===== config.mk =====
export PLATFORM = sky130hd
export DESIGN_NAME = scene_compositor
export DESIGN_NICKNAME = d
export VERILOG_FILES = /design/src/rtl/scream_pkg.sv /design/src/rtl/hit_fsm.sv /design/src/rtl/scene_compositor.sv
export SDC_FILE = /design/constraint.sdc
export NUM_CORES = 1
export LEC_CHECK = 0
export ABC_AREA = 1
export CAP_MARGIN = 10
export CORE_MARGIN = 2
export CORE_UTILIZATION = 33
export DETAILED_ROUTE_END_ITERATION = 12
export GPL_TIMING_DRIVEN = 0
export PLACE_DENSITY_LB_ADDON = 0.1
export SKIP_LAST_GASP = 1
export SYNTH_ARGS = -nofsm -noshare
export SYNTH_HDL_FRONTEND = slang
export SYNTH_SLANG_ARGS = --single-unit

===== constraint.sdc =====
create_clock -name clock -period 2.5 [get_ports clock]
set_input_delay 0.25 -clock clock [delete_from_list [all_inputs] [get_ports clock]]
set_output_delay 0.25 -clock clock [all_outputs]
set_load 0.03 [all_outputs]

===== src/rtl/scream_pkg.sv =====
// Shared types and constants for the runner game's pixel back end.
package scream_pkg;

    typedef enum logic [1:0] {
        Play      = 2'd0,
        HitFreeze = 2'd1,
        GameOver  = 2'd2
    } game_state_e;

    // Packed {blue, green, red}: pure red.
    localparam logic [11:0] HitTint = 12'h00F;

    function automatic logic [7:0] sat_dec8(input logic [7:0] v);
        return (v == 8'd0) ? 8'd0 : v - 8'd1;
    endfunction

endpackage


===== src/rtl/hit_fsm.sv =====
// Hit/lives state machine: frame-granular lives, freeze and grace counters plus the
// per-frame collision latch.
module hit_fsm
    import scream_pkg::*;
#(
    parameter int unsigned LIVES         = 3,
    parameter int unsigned FREEZE_FRAMES = 60,
    parameter int unsigned GRACE_FRAMES  = 90
) (
    input  logic        clock,
    input  logic        reset,
    input  logic        fs_i,
    input  logic        coll_i,
    input  logic        restart_i,
    output game_state_e state_o,
    output logic [1:0]  lives_o,
    output logic        hit_o,
    output logic        game_over_o
);

    localparam logic [1:0] LivesInit  = 2'(LIVES);
    localparam logic [7:0] FreezeInit = 8'(FREEZE_FRAMES);
    localparam logic [7:0] GraceInit  = 8'(GRACE_FRAMES);

    game_state_e state_q, state_d;
    logic [1:0]  lives_q, lives_d;
    logic [7:0]  freeze_q, freeze_d;
    logic [7:0]  grace_q, grace_d;
    logic        pending_q, pending_d;

    logic        coll_qual;
    logic [1:0]  lives_dec;
    logic [7:0]  freeze_dec;

    always_comb begin
        state_d    = state_q;
        lives_d    = lives_q;
        freeze_d   = freeze_q;
        grace_d    = grace_q;
        coll_qual  = coll_i && (state_q == Play) && (grace_q == 8'd0);
        lives_dec  = (lives_q == 2'd0) ? 2'd0 : lives_q - 2'd1;
        freeze_dec = sat_dec8(freeze_q);
        // A collision on the frame-start cycle belongs to the frame it opens.
        pending_d  = fs_i ? coll_qual : (pending_q | coll_qual);

        if (fs_i) begin
            case (state_q)
                Play: begin
                    if (pending_q) begin
                        lives_d = lives_dec;
                        if (lives_dec == 2'd0) begin
                            state_d = GameOver;
                        end else begin
                            state_d  = HitFreeze;
                            freeze_d = FreezeInit;
                        end
                    end else begin
                        grace_d = sat_dec8(grace_q);
                    end
                end
                HitFreeze: begin
                    freeze_d = freeze_dec;
                    if (freeze_dec == 8'd0) begin
                        state_d = Play;
                        grace_d = GraceInit;
                    end
                end
                GameOver: begin
                    if (restart_i) begin
                        state_d = Play;
                        lives_d = LivesInit;
                        grace_d = GraceInit;
                    end
                end
                default: state_d = Play;
            endcase
        end
    end

    always_ff @(posedge clock) begin
        if (reset) begin
            state_q   <= Play;
            lives_q   <= LivesInit;
            freeze_q  <= 8'd0;
            grace_q   <= GraceInit;
            pending_q <= 1'b0;
        end else begin
            state_q   <= state_d;
            lives_q   <= lives_d;
            freeze_q  <= freeze_d;
            grace_q   <= grace_d;
            pending_q <= pending_d;
        end
    end

    assign state_o     = state_q;
    assign lives_o     = lives_q;
    assign hit_o       = (state_q == HitFreeze) || (state_q == GameOver);
    assign game_over_o = (state_q == GameOver);

endmodule


===== src/rtl/scene_compositor.sv =====
// Layer compositor for the runner game: priority mux, hit blink and registered VGA colour,
// with collision detection feeding the hit/lives state machine.
module scene_compositor
    import scream_pkg::*;
#(
    parameter int unsigned LIVES         = 3,
    parameter int unsigned FREEZE_FRAMES = 60,
    parameter int unsigned GRACE_FRAMES  = 90
) (
    input  logic        clock,
    input  logic        reset,
    input  logic [11:0] display_col,
    input  logic [10:0] display_row,
    input  logic        visible,
    input  logic [3:0]  bg_red,
    input  logic [3:0]  bg_green,
    input  logic [3:0]  bg_blue,
    input  logic [3:0]  player_red,
    input  logic [3:0]  player_green,
    input  logic [3:0]  player_blue,
    input  logic        player_visible,
    input  logic [3:0]  enc1_red,
    input  logic [3:0]  enc1_green,
    input  logic [3:0]  enc1_blue,
    input  logic        enc1_visible,
    input  logic [3:0]  enc2_red,
    input  logic [3:0]  enc2_green,
    input  logic [3:0]  enc2_blue,
    input  logic        enc2_visible,
    input  logic        restart_key,
    output logic [3:0]  vga_red,
    output logic [3:0]  vga_green,
    output logic [3:0]  vga_blue,
    output logic        hit,
    output logic        game_over,
    output logic [1:0]  lives
);

    logic        fs;
    logic        coll;
    game_state_e state;
    logic        toggle_q, toggle_d;
    logic [11:0] colour_q, colour_d;

    assign fs   = (display_col == 12'd0) && (display_row == 11'd0);
    assign coll = visible && player_visible && (enc1_visible || enc2_visible);

    hit_fsm #(
        .LIVES        (LIVES),
        .FREEZE_FRAMES(FREEZE_FRAMES),
        .GRACE_FRAMES (GRACE_FRAMES)
    ) u_hit_fsm (
        .clock      (clock),
        .reset      (reset),
        .fs_i       (fs),
        .coll_i     (coll),
        .restart_i  (restart_key),
        .state_o    (state),
        .lives_o    (lives),
        .hit_o      (hit),
        .game_over_o(game_over)
    );

    always_comb begin
        toggle_d = fs ? ~toggle_q : toggle_q;
        colour_d = 12'h000;
        if (visible) begin
            if (player_visible) begin
                colour_d = (state == HitFreeze && toggle_q) ? HitTint
                                                            : {player_blue, player_green, player_red};
            end else if (enc1_visible) begin
                colour_d = {enc1_blue, enc1_green, enc1_red};
            end else if (enc2_visible) begin
                colour_d = {enc2_blue, enc2_green, enc2_red};
            end else begin
                colour_d = {bg_blue, bg_green, bg_red};
            end
        end
    end

    always_ff @(posedge clock) begin
        if (reset) begin
            toggle_q <= 1'b0;
            colour_q <= 12'h000;
        end else begin
            toggle_q <= toggle_d;
            colour_q <= colour_d;
        end
    end

    assign vga_red   = colour_q[3:0];
    assign vga_green = colour_q[7:4];
    assign vga_blue  = colour_q[11:8];

endmodule

# After elaboration in Yosys (flattened, before gate mapping)
# Index checks and enable logic that the tools add are counted.
[totals]
word_cells = 67
reg_bits = 34
output_inout_bits = 16
inputBits = 78
[op_classes]
muxes = 23
eq_ne = 7
addsub = 3
n_reduce_logical = 24
n_bitwise = 3
[ops]
columns = ["cell", "n"]
rows = [
  ["$mux 8", 7],
  ["$mux 12", 4],
  ["$logic_not 8->1", 3],
  ["$pmux 8 s3", 1],
  ["$pmux 8 s2", 1],
  ["$sub 8x1->8 const B", 2],
  ["$mux 2", 7],
  ["$logic_not 12->1", 1],
  ["$reduce_and 4->1", 3],
  ["$logic_not 11->1", 1],
  ["$logic_and 1x1->1", 6],
  ["$logic_not 2->1", 3],
  ["$ne 2x2->1 const B", 3],
  ["$pmux 2 s3", 1],
  ["$reduce_and 5->1", 1],
  ["$ne 2x1->1 const B", 2],
  ["$pmux 2 s2", 1],
  ["$reduce_bool 2->1", 2],
  ["$reduce_bool 3->1", 1],
  ["$eq 2x1->1 const B", 1],
  ["$eq 2x2->1 const B", 1],
  ["$logic_or 1x1->1", 2],
  ["$not 1->1", 2],
  ["$reduce_or 2->1", 1],
  ["3 further kinds", 3],
]

# Longest topological paths before layout
# Gate-level depths: netlist (run 1).
[depth]
depth_word = 6
ltp_mapped = 13

# By module
# A second synthesis (run 1) with hierarchy kept.
[hier_totals]
cells_unflattened = 346
area_unflattened_um2 = 2304.7
[by_module_without_submodules]
columns = ["module", "n_inst", "area_per_inst_um2", "cells_per_inst"]
rows = [
  ["hit_fsm", 1, 1397.6, 198],
  ["scene_compositor", 1, 907.1, 148],
]

# Worst setup path after synthesis (run 1)
# OpenSTA, ideal clock, no wires.
[synth_timing]
kind = "register to register"
startpoint = "register u_hit_fsm.state_q[0] (netlist: u_hit_fsm.state_o[0])"
endpoint = "register u_hit_fsm.grace_q[2]"
stages_incl_launch_ff = 10
t_required_ns = 2.385
setup_slack_ns = 0.849
arrival_ns = 1.536
setup_ns = 0.115
path_cell_list = "dfxtp_1 -> inv_1 -> ha_1 -> nand2_1 -> nand4_2 -> nor3_2 -> buf_4 -> nand3_1 -> nand2_1 -> nor2_1"
[synth_via]
elab_chain_len = 3
elab_cells_between_ends = 9
cone_classes = "5 x eq/ne; 1 x mux; 3 x reduce/logical"
[synth_rtl]
columns = ["item", "line", "source"]
rows = [
  ["from (decl)", "hit_fsm.sv:25", "game_state_e state_q, state_d;"],
  ["from (signal assigned)", "hit_fsm.sv:82", "state_q <= Play;"],
  ["from (signal assigned)", "hit_fsm.sv:88", "state_q <= state_d;"],
  ["$eq 2x2->1 *", "-", ""],
  ["via game_over", "scene_compositor.sv:35", "output logic game_over,"],
  ["$ne 2x2->1 (no line) or $reduce_bool 3->1 (tied branches)", "-", ""],
  ["$reduce_and 5->1 (no line)", "-", ""],
  ["to (signal assigned)", "hit_fsm.sv:85", "grace_q <= GraceInit;"],
  ["to (signal assigned)", "hit_fsm.sv:91", "grace_q <= grace_d;"],
  ["to (decl)", "hit_fsm.sv:28", "logic [7:0] grace_q, grace_d;"],
]
# Mark *: on every way through the listed nets, which the timed path passes. The rest lies on a longest branch.
# A chain may end at the register's enable or synchronous reset.

# Worst setup path in the final report (run 1)
[layout_timing]
startpoint = "register u_hit_fsm.state_q[0] (netlist: u_hit_fsm.state_o[0])"
endpoint = "output port hit"
[layout_via]
elab_chain_len = 2
elab_cells_between_ends = 3
cone_classes = "2 x eq/ne; 1 x reduce/logical"
[layout_rtl]
columns = ["item", "line", "source"]
rows = [
  ["$eq 2x1->1 or $eq 2x2->1 (tied branches)", "hit_fsm.sv:98", "assign hit_o = (state_q == HitFreeze) || (state_q == GameOver);"],
  ["$logic_or 1x1->1 *", "hit_fsm.sv:98", ""],
  ["to (decl)", "scene_compositor.sv:34", "output logic hit,"],
]
# Mark *: on every way between the ends. The rest lies on a longest branch, timed or not.

==> results of run 1 <==
==> cells in the final DEF, fill, tap and decap left out, types with 2 or more instances in the layout <==
cell type and count:
o21ai_0 16, clkbuf_1 6, nand4_1 2, xor2_1 5
a21oi_1 43, nor2_1 44, nand3_1 20, clkbuf_8 6
nor3_1 3, o211ai_1 2, clkdlybuf4s50_1 91, dfxtp_1 34
mux2_2 8, nor2_4 2, inv_1 41, nand2_1 64
ha_1 7, buf_2 2, nand2_2 2, mux2i_1 4
nand3_2 2, a221oi_1 4
==> layer usage <==
| metal | global-route usage, % | vias to the layer above | share of wire (%) |
|---|---|---|---|
| met5 | 0 | - | 0 |
| met4 | 6.20 | 0 | 1.7 |
| met3 | 3.85 | 10 | 5.7 |
| met2 | 30.3 | 65 | 48 |
| met1 | 18.8 | 1048 | 44 |
| li1 | - | 1265 | - |
==> through the flow <==
stage | power (mW) | cells
finish | 1.19 | 502
global route | 1.26 | 502
CTS | 1.22 | 502
detailed placement | 0.804 | 496
global placement | 0.802 | 496
floorplan | 0.651 | 328
==> cells by family after synthesis <==
family	share of synthesized area, %
simple gates	31.1
compound gates	16.7
flops	30.6
xor+xnor	2.36
fa+ha+maj	3.94
buf+inv	9.40
mux	5.85
==> worst register-to-register path: stages (launching register included) <==
cell,delay (ns)
dfxtp_1,0.32
inv_1,0.13
ha_1,0.29
nand2_2,0.11
nor2_4,0.19
nor2_1,0.08
nor2_1,0.15
nand3_2,0.11
nand2_4,0.10
buf_6,0.14
nand3_1,0.07
nand2_1,0.07
nor2_1,0.04
==> flip-flops by register name, indices dropped and copies added (netlist names) <==
signal / cells
u_hit_fsm.freeze_q: 8
u_hit_fsm.grace_q: 8
u_hit_fsm.pending_q: 1
colour_q: 12
u_hit_fsm.state_o: 2
toggle_q: 1
u_hit_fsm.lives_o: 2
==> cell type report <==
class | instances | area, um2
clock buffer | 6 | 82.6
multi-input combinational | 242 | 1330
fill | 650 | 3110
sequential | 34 | 681
tap | 77 | 96.3
timing repair buffer | 91 | 911
inverter | 42 | 158
buffer | 10 | 51.3
==> power breakdown <==
part	internal, mW	leakage, nW	switching, mW
registers	0.551	0.276	0.00238
clock network	0.212	0.0431	0.191
logic	0.150	1.18	0.0867
total	0.914	1.50	0.280
==> final timing paths <==
path / depth (start not counted) / endpoint / slack (ns) / from
setup reg to reg: 12 / u_hit_fsm.grace_q[7] / 0.59 / u_hit_fsm.freeze_q[0]
setup / recovery: 3 / hit / 0.47 / u_hit_fsm.state_o[0]
hold / removal: 3 / u_hit_fsm.pending_q / 0.35 / player_visible
hold reg to reg: 2 / u_hit_fsm.grace_q[4] / 0.47 / u_hit_fsm.grace_q[4]
==> results.yml, run 1 <==
status:
  status: "completed"
timing:
  tightestPinTransition_ns: 0.468
  finalHoldViolCount: 0
  finalCritPeriodShare_pct: 81.2
  setup_slack_ns: 0.471
  final.min_clock_period_ns: 2.03
  timing.setup.tns_ns: 0
  maxClockFrequency_mhz: 493
  fin_skew_ns: 0.00688
  drv_slew: 0
  setup_viol: 0
  rsz0062_at_grt: "false"
  relSlewSlack_pct: 68.8
  timing.hold.ws_ns: 0.345
logic_synthesis:
  synth_top_area_cell: "dfxtp_1"
  synth_cell_types: 37
  synth_nets: 413
  ys_ff_latch: 34
  syn-cell-area_um2: 2220
  yosysMostFrequentCell: "nand2_1"
  synth_top_area_share_pct: 30.6
  synth_edf_count: 0
  async_flop_share_pct: 0
  yosys-top-cells-area: "dfxtp_1, nand2_1, a21oi_1"
  synth_area_per_cell_um2: 6.78
  yosysSeqAreaShare_pct: 30.6
  synth_common_cells: "nand2_1, nor2_1, a21oi_1"
  netlist_instances: 328
  yosys_most_used_dff: "dfxtp_1"
  yosysWarningCount: 0
cells_and_area:
  diodes: 0
  final_util_pct: 51.6
  stdcell_area_um2: 3310
  drive_gt1_share_pct: 7.76
  final_nets: 511
  areaGrowthSynthToFinish_pct: 49.0
setup_path:
  critPathBufInv: 2
  cpLargestDelayFamily: "buffers and inverters"
  cp_slowest_cell: "clkdlybuf4s50_1"
  critPathKind: "reg -> out"
  cp-end-kind: "output pin"
  crit_fanout: 3
  arrival_ns: 1.78
  max_stage_delay_ns: 0.69
  cp-start-kind: "flop"
  path_cells: "inv_1 -> ha_1 -> clkdlybuf4s50_1"
  cp_data_required_time_ns: 2.25
worst_hold_path:
  hold_class: "in -> reg"
job:
  drv_cap: 0
clocking:
  htreeDepth: 2
  clk_latency_ns: 0.28
  clockRootBuffer: "clkbuf_8"
  cts_tree: "built"
  post-cts-setup-buffer-count: 0
  cts.sinks: 34
  clockBufferDepth: 2
  cts_resized: 0
  holdBufCountCts: 0
  cts_made_buffers: 5
  cts.clk_slew.worst_paths_ns: 0.07
die:
  initial_core_util_pct: 34.6
  die_area_um2: 7410
  core_region_area_um2: 6420
  pin_count: 94
  fp-row-count: 29
  die-width_um: 86.1
  die_h_um: 86.1
drt:
  final_antenna_net_count: 0
  via_per_inst: 4.76
  drtPass1Iterations: 4
  drtIter0Drc: 85
  num_vias: 2388
  wl_per_cell_um: 12.2
  route.detailed.drc: 0
  routed_wirelength_um: 6120
global_route:
  grt_antenna_before_repair: 0
  grt.total_usage_pct: 16.7
  grt_pass1_vias: 2334
  grt_pass1_wl_um: 9890
  grt_max_degree: 11
  grt.overflow.total: 0
power_and_ir_drop:
  vdd_drop_max_v: 0.000208
  power.density_nw_per_um2: 360
  cellLeakagePower_nw: 1.50
place:
  portBuffers: 91
  place_ws_ns: 0.447
  gp_congestion: 0.791
  postPlaceCellArea_um2: 3230
  hpwl_um: 4840
Note: power is estimated with default switching activity, not from simulation.
==> run 2: changes to the inputs <==
==> constraint.sdc (replaced) <==
create_clock -name clock -period 1.7 [get_ports clock]
set_input_delay 0.17 -clock clock [delete_from_list [all_inputs] [get_ports clock]]
set_output_delay 0.17 -clock clock [all_outputs]
set_load 0.03 [all_outputs]
==> run 2 against run 1 <==
  * The run now ends with negative setup slack left
  * Die area stayed put
  * Global-route usage increased by 0.42 points
  * Count of clock-buffer cells in the layout did not move
  * Sequential share of layout area fell by 1.1 points
  * First-iteration DRC count shrank 8.2%
  * Final cell count grew 2.6%
  * Largest cell class unchanged
==> results.yml, run 2 (synthesis results as in run 1) <==
status:
  violations: "negative setup slack"
  status: "finished with violations"
timing:
  setup_slack_ns: -0.00327
  final.min_clock_period_ns: 1.70
  rsz0062_at_grt: "true"
  tightestPinTransition_ns: 0.479
  setup_viol: 1
  maxClockFrequency_mhz: 587
  drv_slew: 0
  timing.hold.ws_ns: 0.263
  relSlewSlack_pct: 68.1
  finalHoldViolCount: 0
  finalCritPeriodShare_pct: 100
  fin_skew_ns: 0.00611
setup_path:
  cp-start-kind: "flop"
  r2r_end: "u_hit_fsm.grace_q[7]"
  r2r_start: "u_hit_fsm.freeze_q[1]"
  max_stage_delay_ns: 0.33
  rrSetupSlack_ns: -0.003
  arrival_ns: 1.88
  crit_fanout: 6
  cp_data_required_time_ns: 1.87
  critPathKind: "reg -> reg"
  cp-end-kind: "flop"
  path_cells: "inv_2 -> ha_4 -> nand2_4 -> nor2_4 -> inv_2 -> a21oi_2 -> nand3_2 -> nand2_4 -> buf_6 -> nand3_2 -> nand2_1 -> nor2_1"
  startpoint: "u_hit_fsm.freeze_q[1]"
  r2r_cells: 12
  cp_slowest_cell: "dfxtp_2"
clocking:
  clockBufferDepth: 2
  cts.clk_slew.worst_paths_ns: 0.07
  cts.sinks: 34
  clockRootBuffer: "clkbuf_8"
  holdBufCountCts: 0
  cts_made_buffers: 5
  htreeDepth: 2
  cts_tree: "built"
  clk_latency_ns: 0.28
drt:
  drtIter0Drc: 78
  routed_wirelength_um: 6370
  via_per_inst: 4.79
  num_vias: 2468
  final_antenna_net_count: 0
  route.detailed.drc: 0
  wl_per_cell_um: 12.4
  drtPass1Iterations: 4
cells_and_area:
  drive_gt1_share_pct: 16.7
  n_fill_cell: 615
  top_regs: "colour_q (12), u_hit_fsm.freeze_q (8), u_hit_fsm.grace_q (8)"
  diodes: 0
  layout_common_cells: "clkdlybuf4s50_1, nand2_1, a21oi_1"
  seqCellArea_um2: 687
  regMostFlops: "colour_q"
  final_nets: 524
  final_util_pct: 55.1
  multi_input_area_um2: 1430
  layout_commonest_cell: "clkdlybuf4s50_1"
  largest_reg_flops: 12
  areaGrowthSynthToFinish_pct: 59.0
die:
  die_area_um2: 7410
  pin_count: 94
  initial_core_util_pct: 34.6
  die-width_um: 86.1
  die_h_um: 86.1
  core_region_area_um2: 6420
  fp-row-count: 29
power_and_ir_drop:
  power.density_nw_per_um2: 497
  p_total_mw: 1.76
  pwr-share-clk_pct: 33.8
  p_comb_share_pct: 19.9
  p_seq_share_pct: 46.3
  p_int_mw: 1.34
  vdd_drop_max_v: 0.000306
  cellLeakagePower_nw: 1.61
  p_switching_uw: 413
  swShare_pct: 23.5
global_route:
  grt_pass1_vias: 2367
  grt_antenna_before_repair: 0
  grt_max_degree: 11
  grt.total_usage_pct: 17.1
  grt_pass1_wl_um: 10100
  grt.overflow.total: 0
place:
  gp_congestion: 0.791
  portBuffers: 91
  hpwl_um: 4840
worst_hold_path:
  hold_class: "in -> reg"
  hold_end: "u_hit_fsm.pending_q"
  holdPathStages: 3
  hold_start: "player_visible"
job:
  drv_cap: 0
==> run 2: cell types whose count changed in the layout (fill, tap and decap cells not counted), sizes merged <==
cell,change
buf,+13
clkdlybuf4s50,-2
dlygate4sd2,+2
==> run 2: repair_timing <==
action / in CTS / in global routing
endpoints found under the setup margin: 30 / 24
pin swaps: 4 / 14
setup buffers: 5 / 7
gates cloned: 1 / 0
resized for setup: 12 / 28
endpoints found under the hold margin: 0 / 0
==> run 2: per-stage QoR <==
stage	setup WS (ns)	instance area [um2]	TNS [ns]	cells
after floorplan	0.0490	2220	0	328
after global placement	-0.277	3230	-4.29	496
after detailed placement	-0.273	3230	-4.51	496
after CTS	-0.0902	3390	-0.414	508
after global routing	-0.118	3540	-0.730	515
final	-0.00327	3540	-0.00327	515
==> run 2: how the worst max path moves through the flow <==
| stage | endpoint | slack, ns |
|---|---|---|
| 2_1_floorplan | u_hit_fsm.grace_q[2] | 0.05 |
| 3_3_place_gp | u_hit_fsm.grace_q[2] | -0.28 |
| 3_5_place_dp | u_hit_fsm.grace_q[5] | -0.27 |
| 4_1_cts | u_hit_fsm.freeze_q[0] | -0.09 |
| 5_1_grt | u_hit_fsm.grace_q[7] | -0.12 |
| 6_report | u_hit_fsm.grace_q[7] | -0.003 |
==> run 2: metal layers <==
metal,share of wire (%),track usage (%)
met1,42,19.2
met2,51,31.5
met3,5.8,3.75
met4,1.2,5.77
met5,0,0
==> run 2: power groups by stage <==
stage / clock network [mW] / registers, mW / logic (mW)
2_1_floorplan: 0 / 0.861 / 0.0967
5_1_grt: 0.658 / 0.814 / 0.377
3_5_place_dp: 0 / 0.832 / 0.350
6_report: 0.594 / 0.814 / 0.349
4_1_cts: 0.622 / 0.814 / 0.352
3_3_place_gp: 0 / 0.832 / 0.347
==> run 2: cell type report <==
class                      instances  area share, %
inverter                          42           4.46
multi-input combinational        242           40.4
clock buffer                       6           2.34
sequential                        34           19.4
timing repair buffer             104           29.0
tap                               77           2.72
buffer                            10           1.59
==> run 2: worst max-delay path, delay by kind of cell (launching register included) <==
family,cells,cell delay [ns]
DFF,1,0.33
adders and majority gates,1,0.18
AOI/OAI and AO/OA,1,0.14
buffers and inverters,3,0.29
and+or+nand+nor,7,0.65
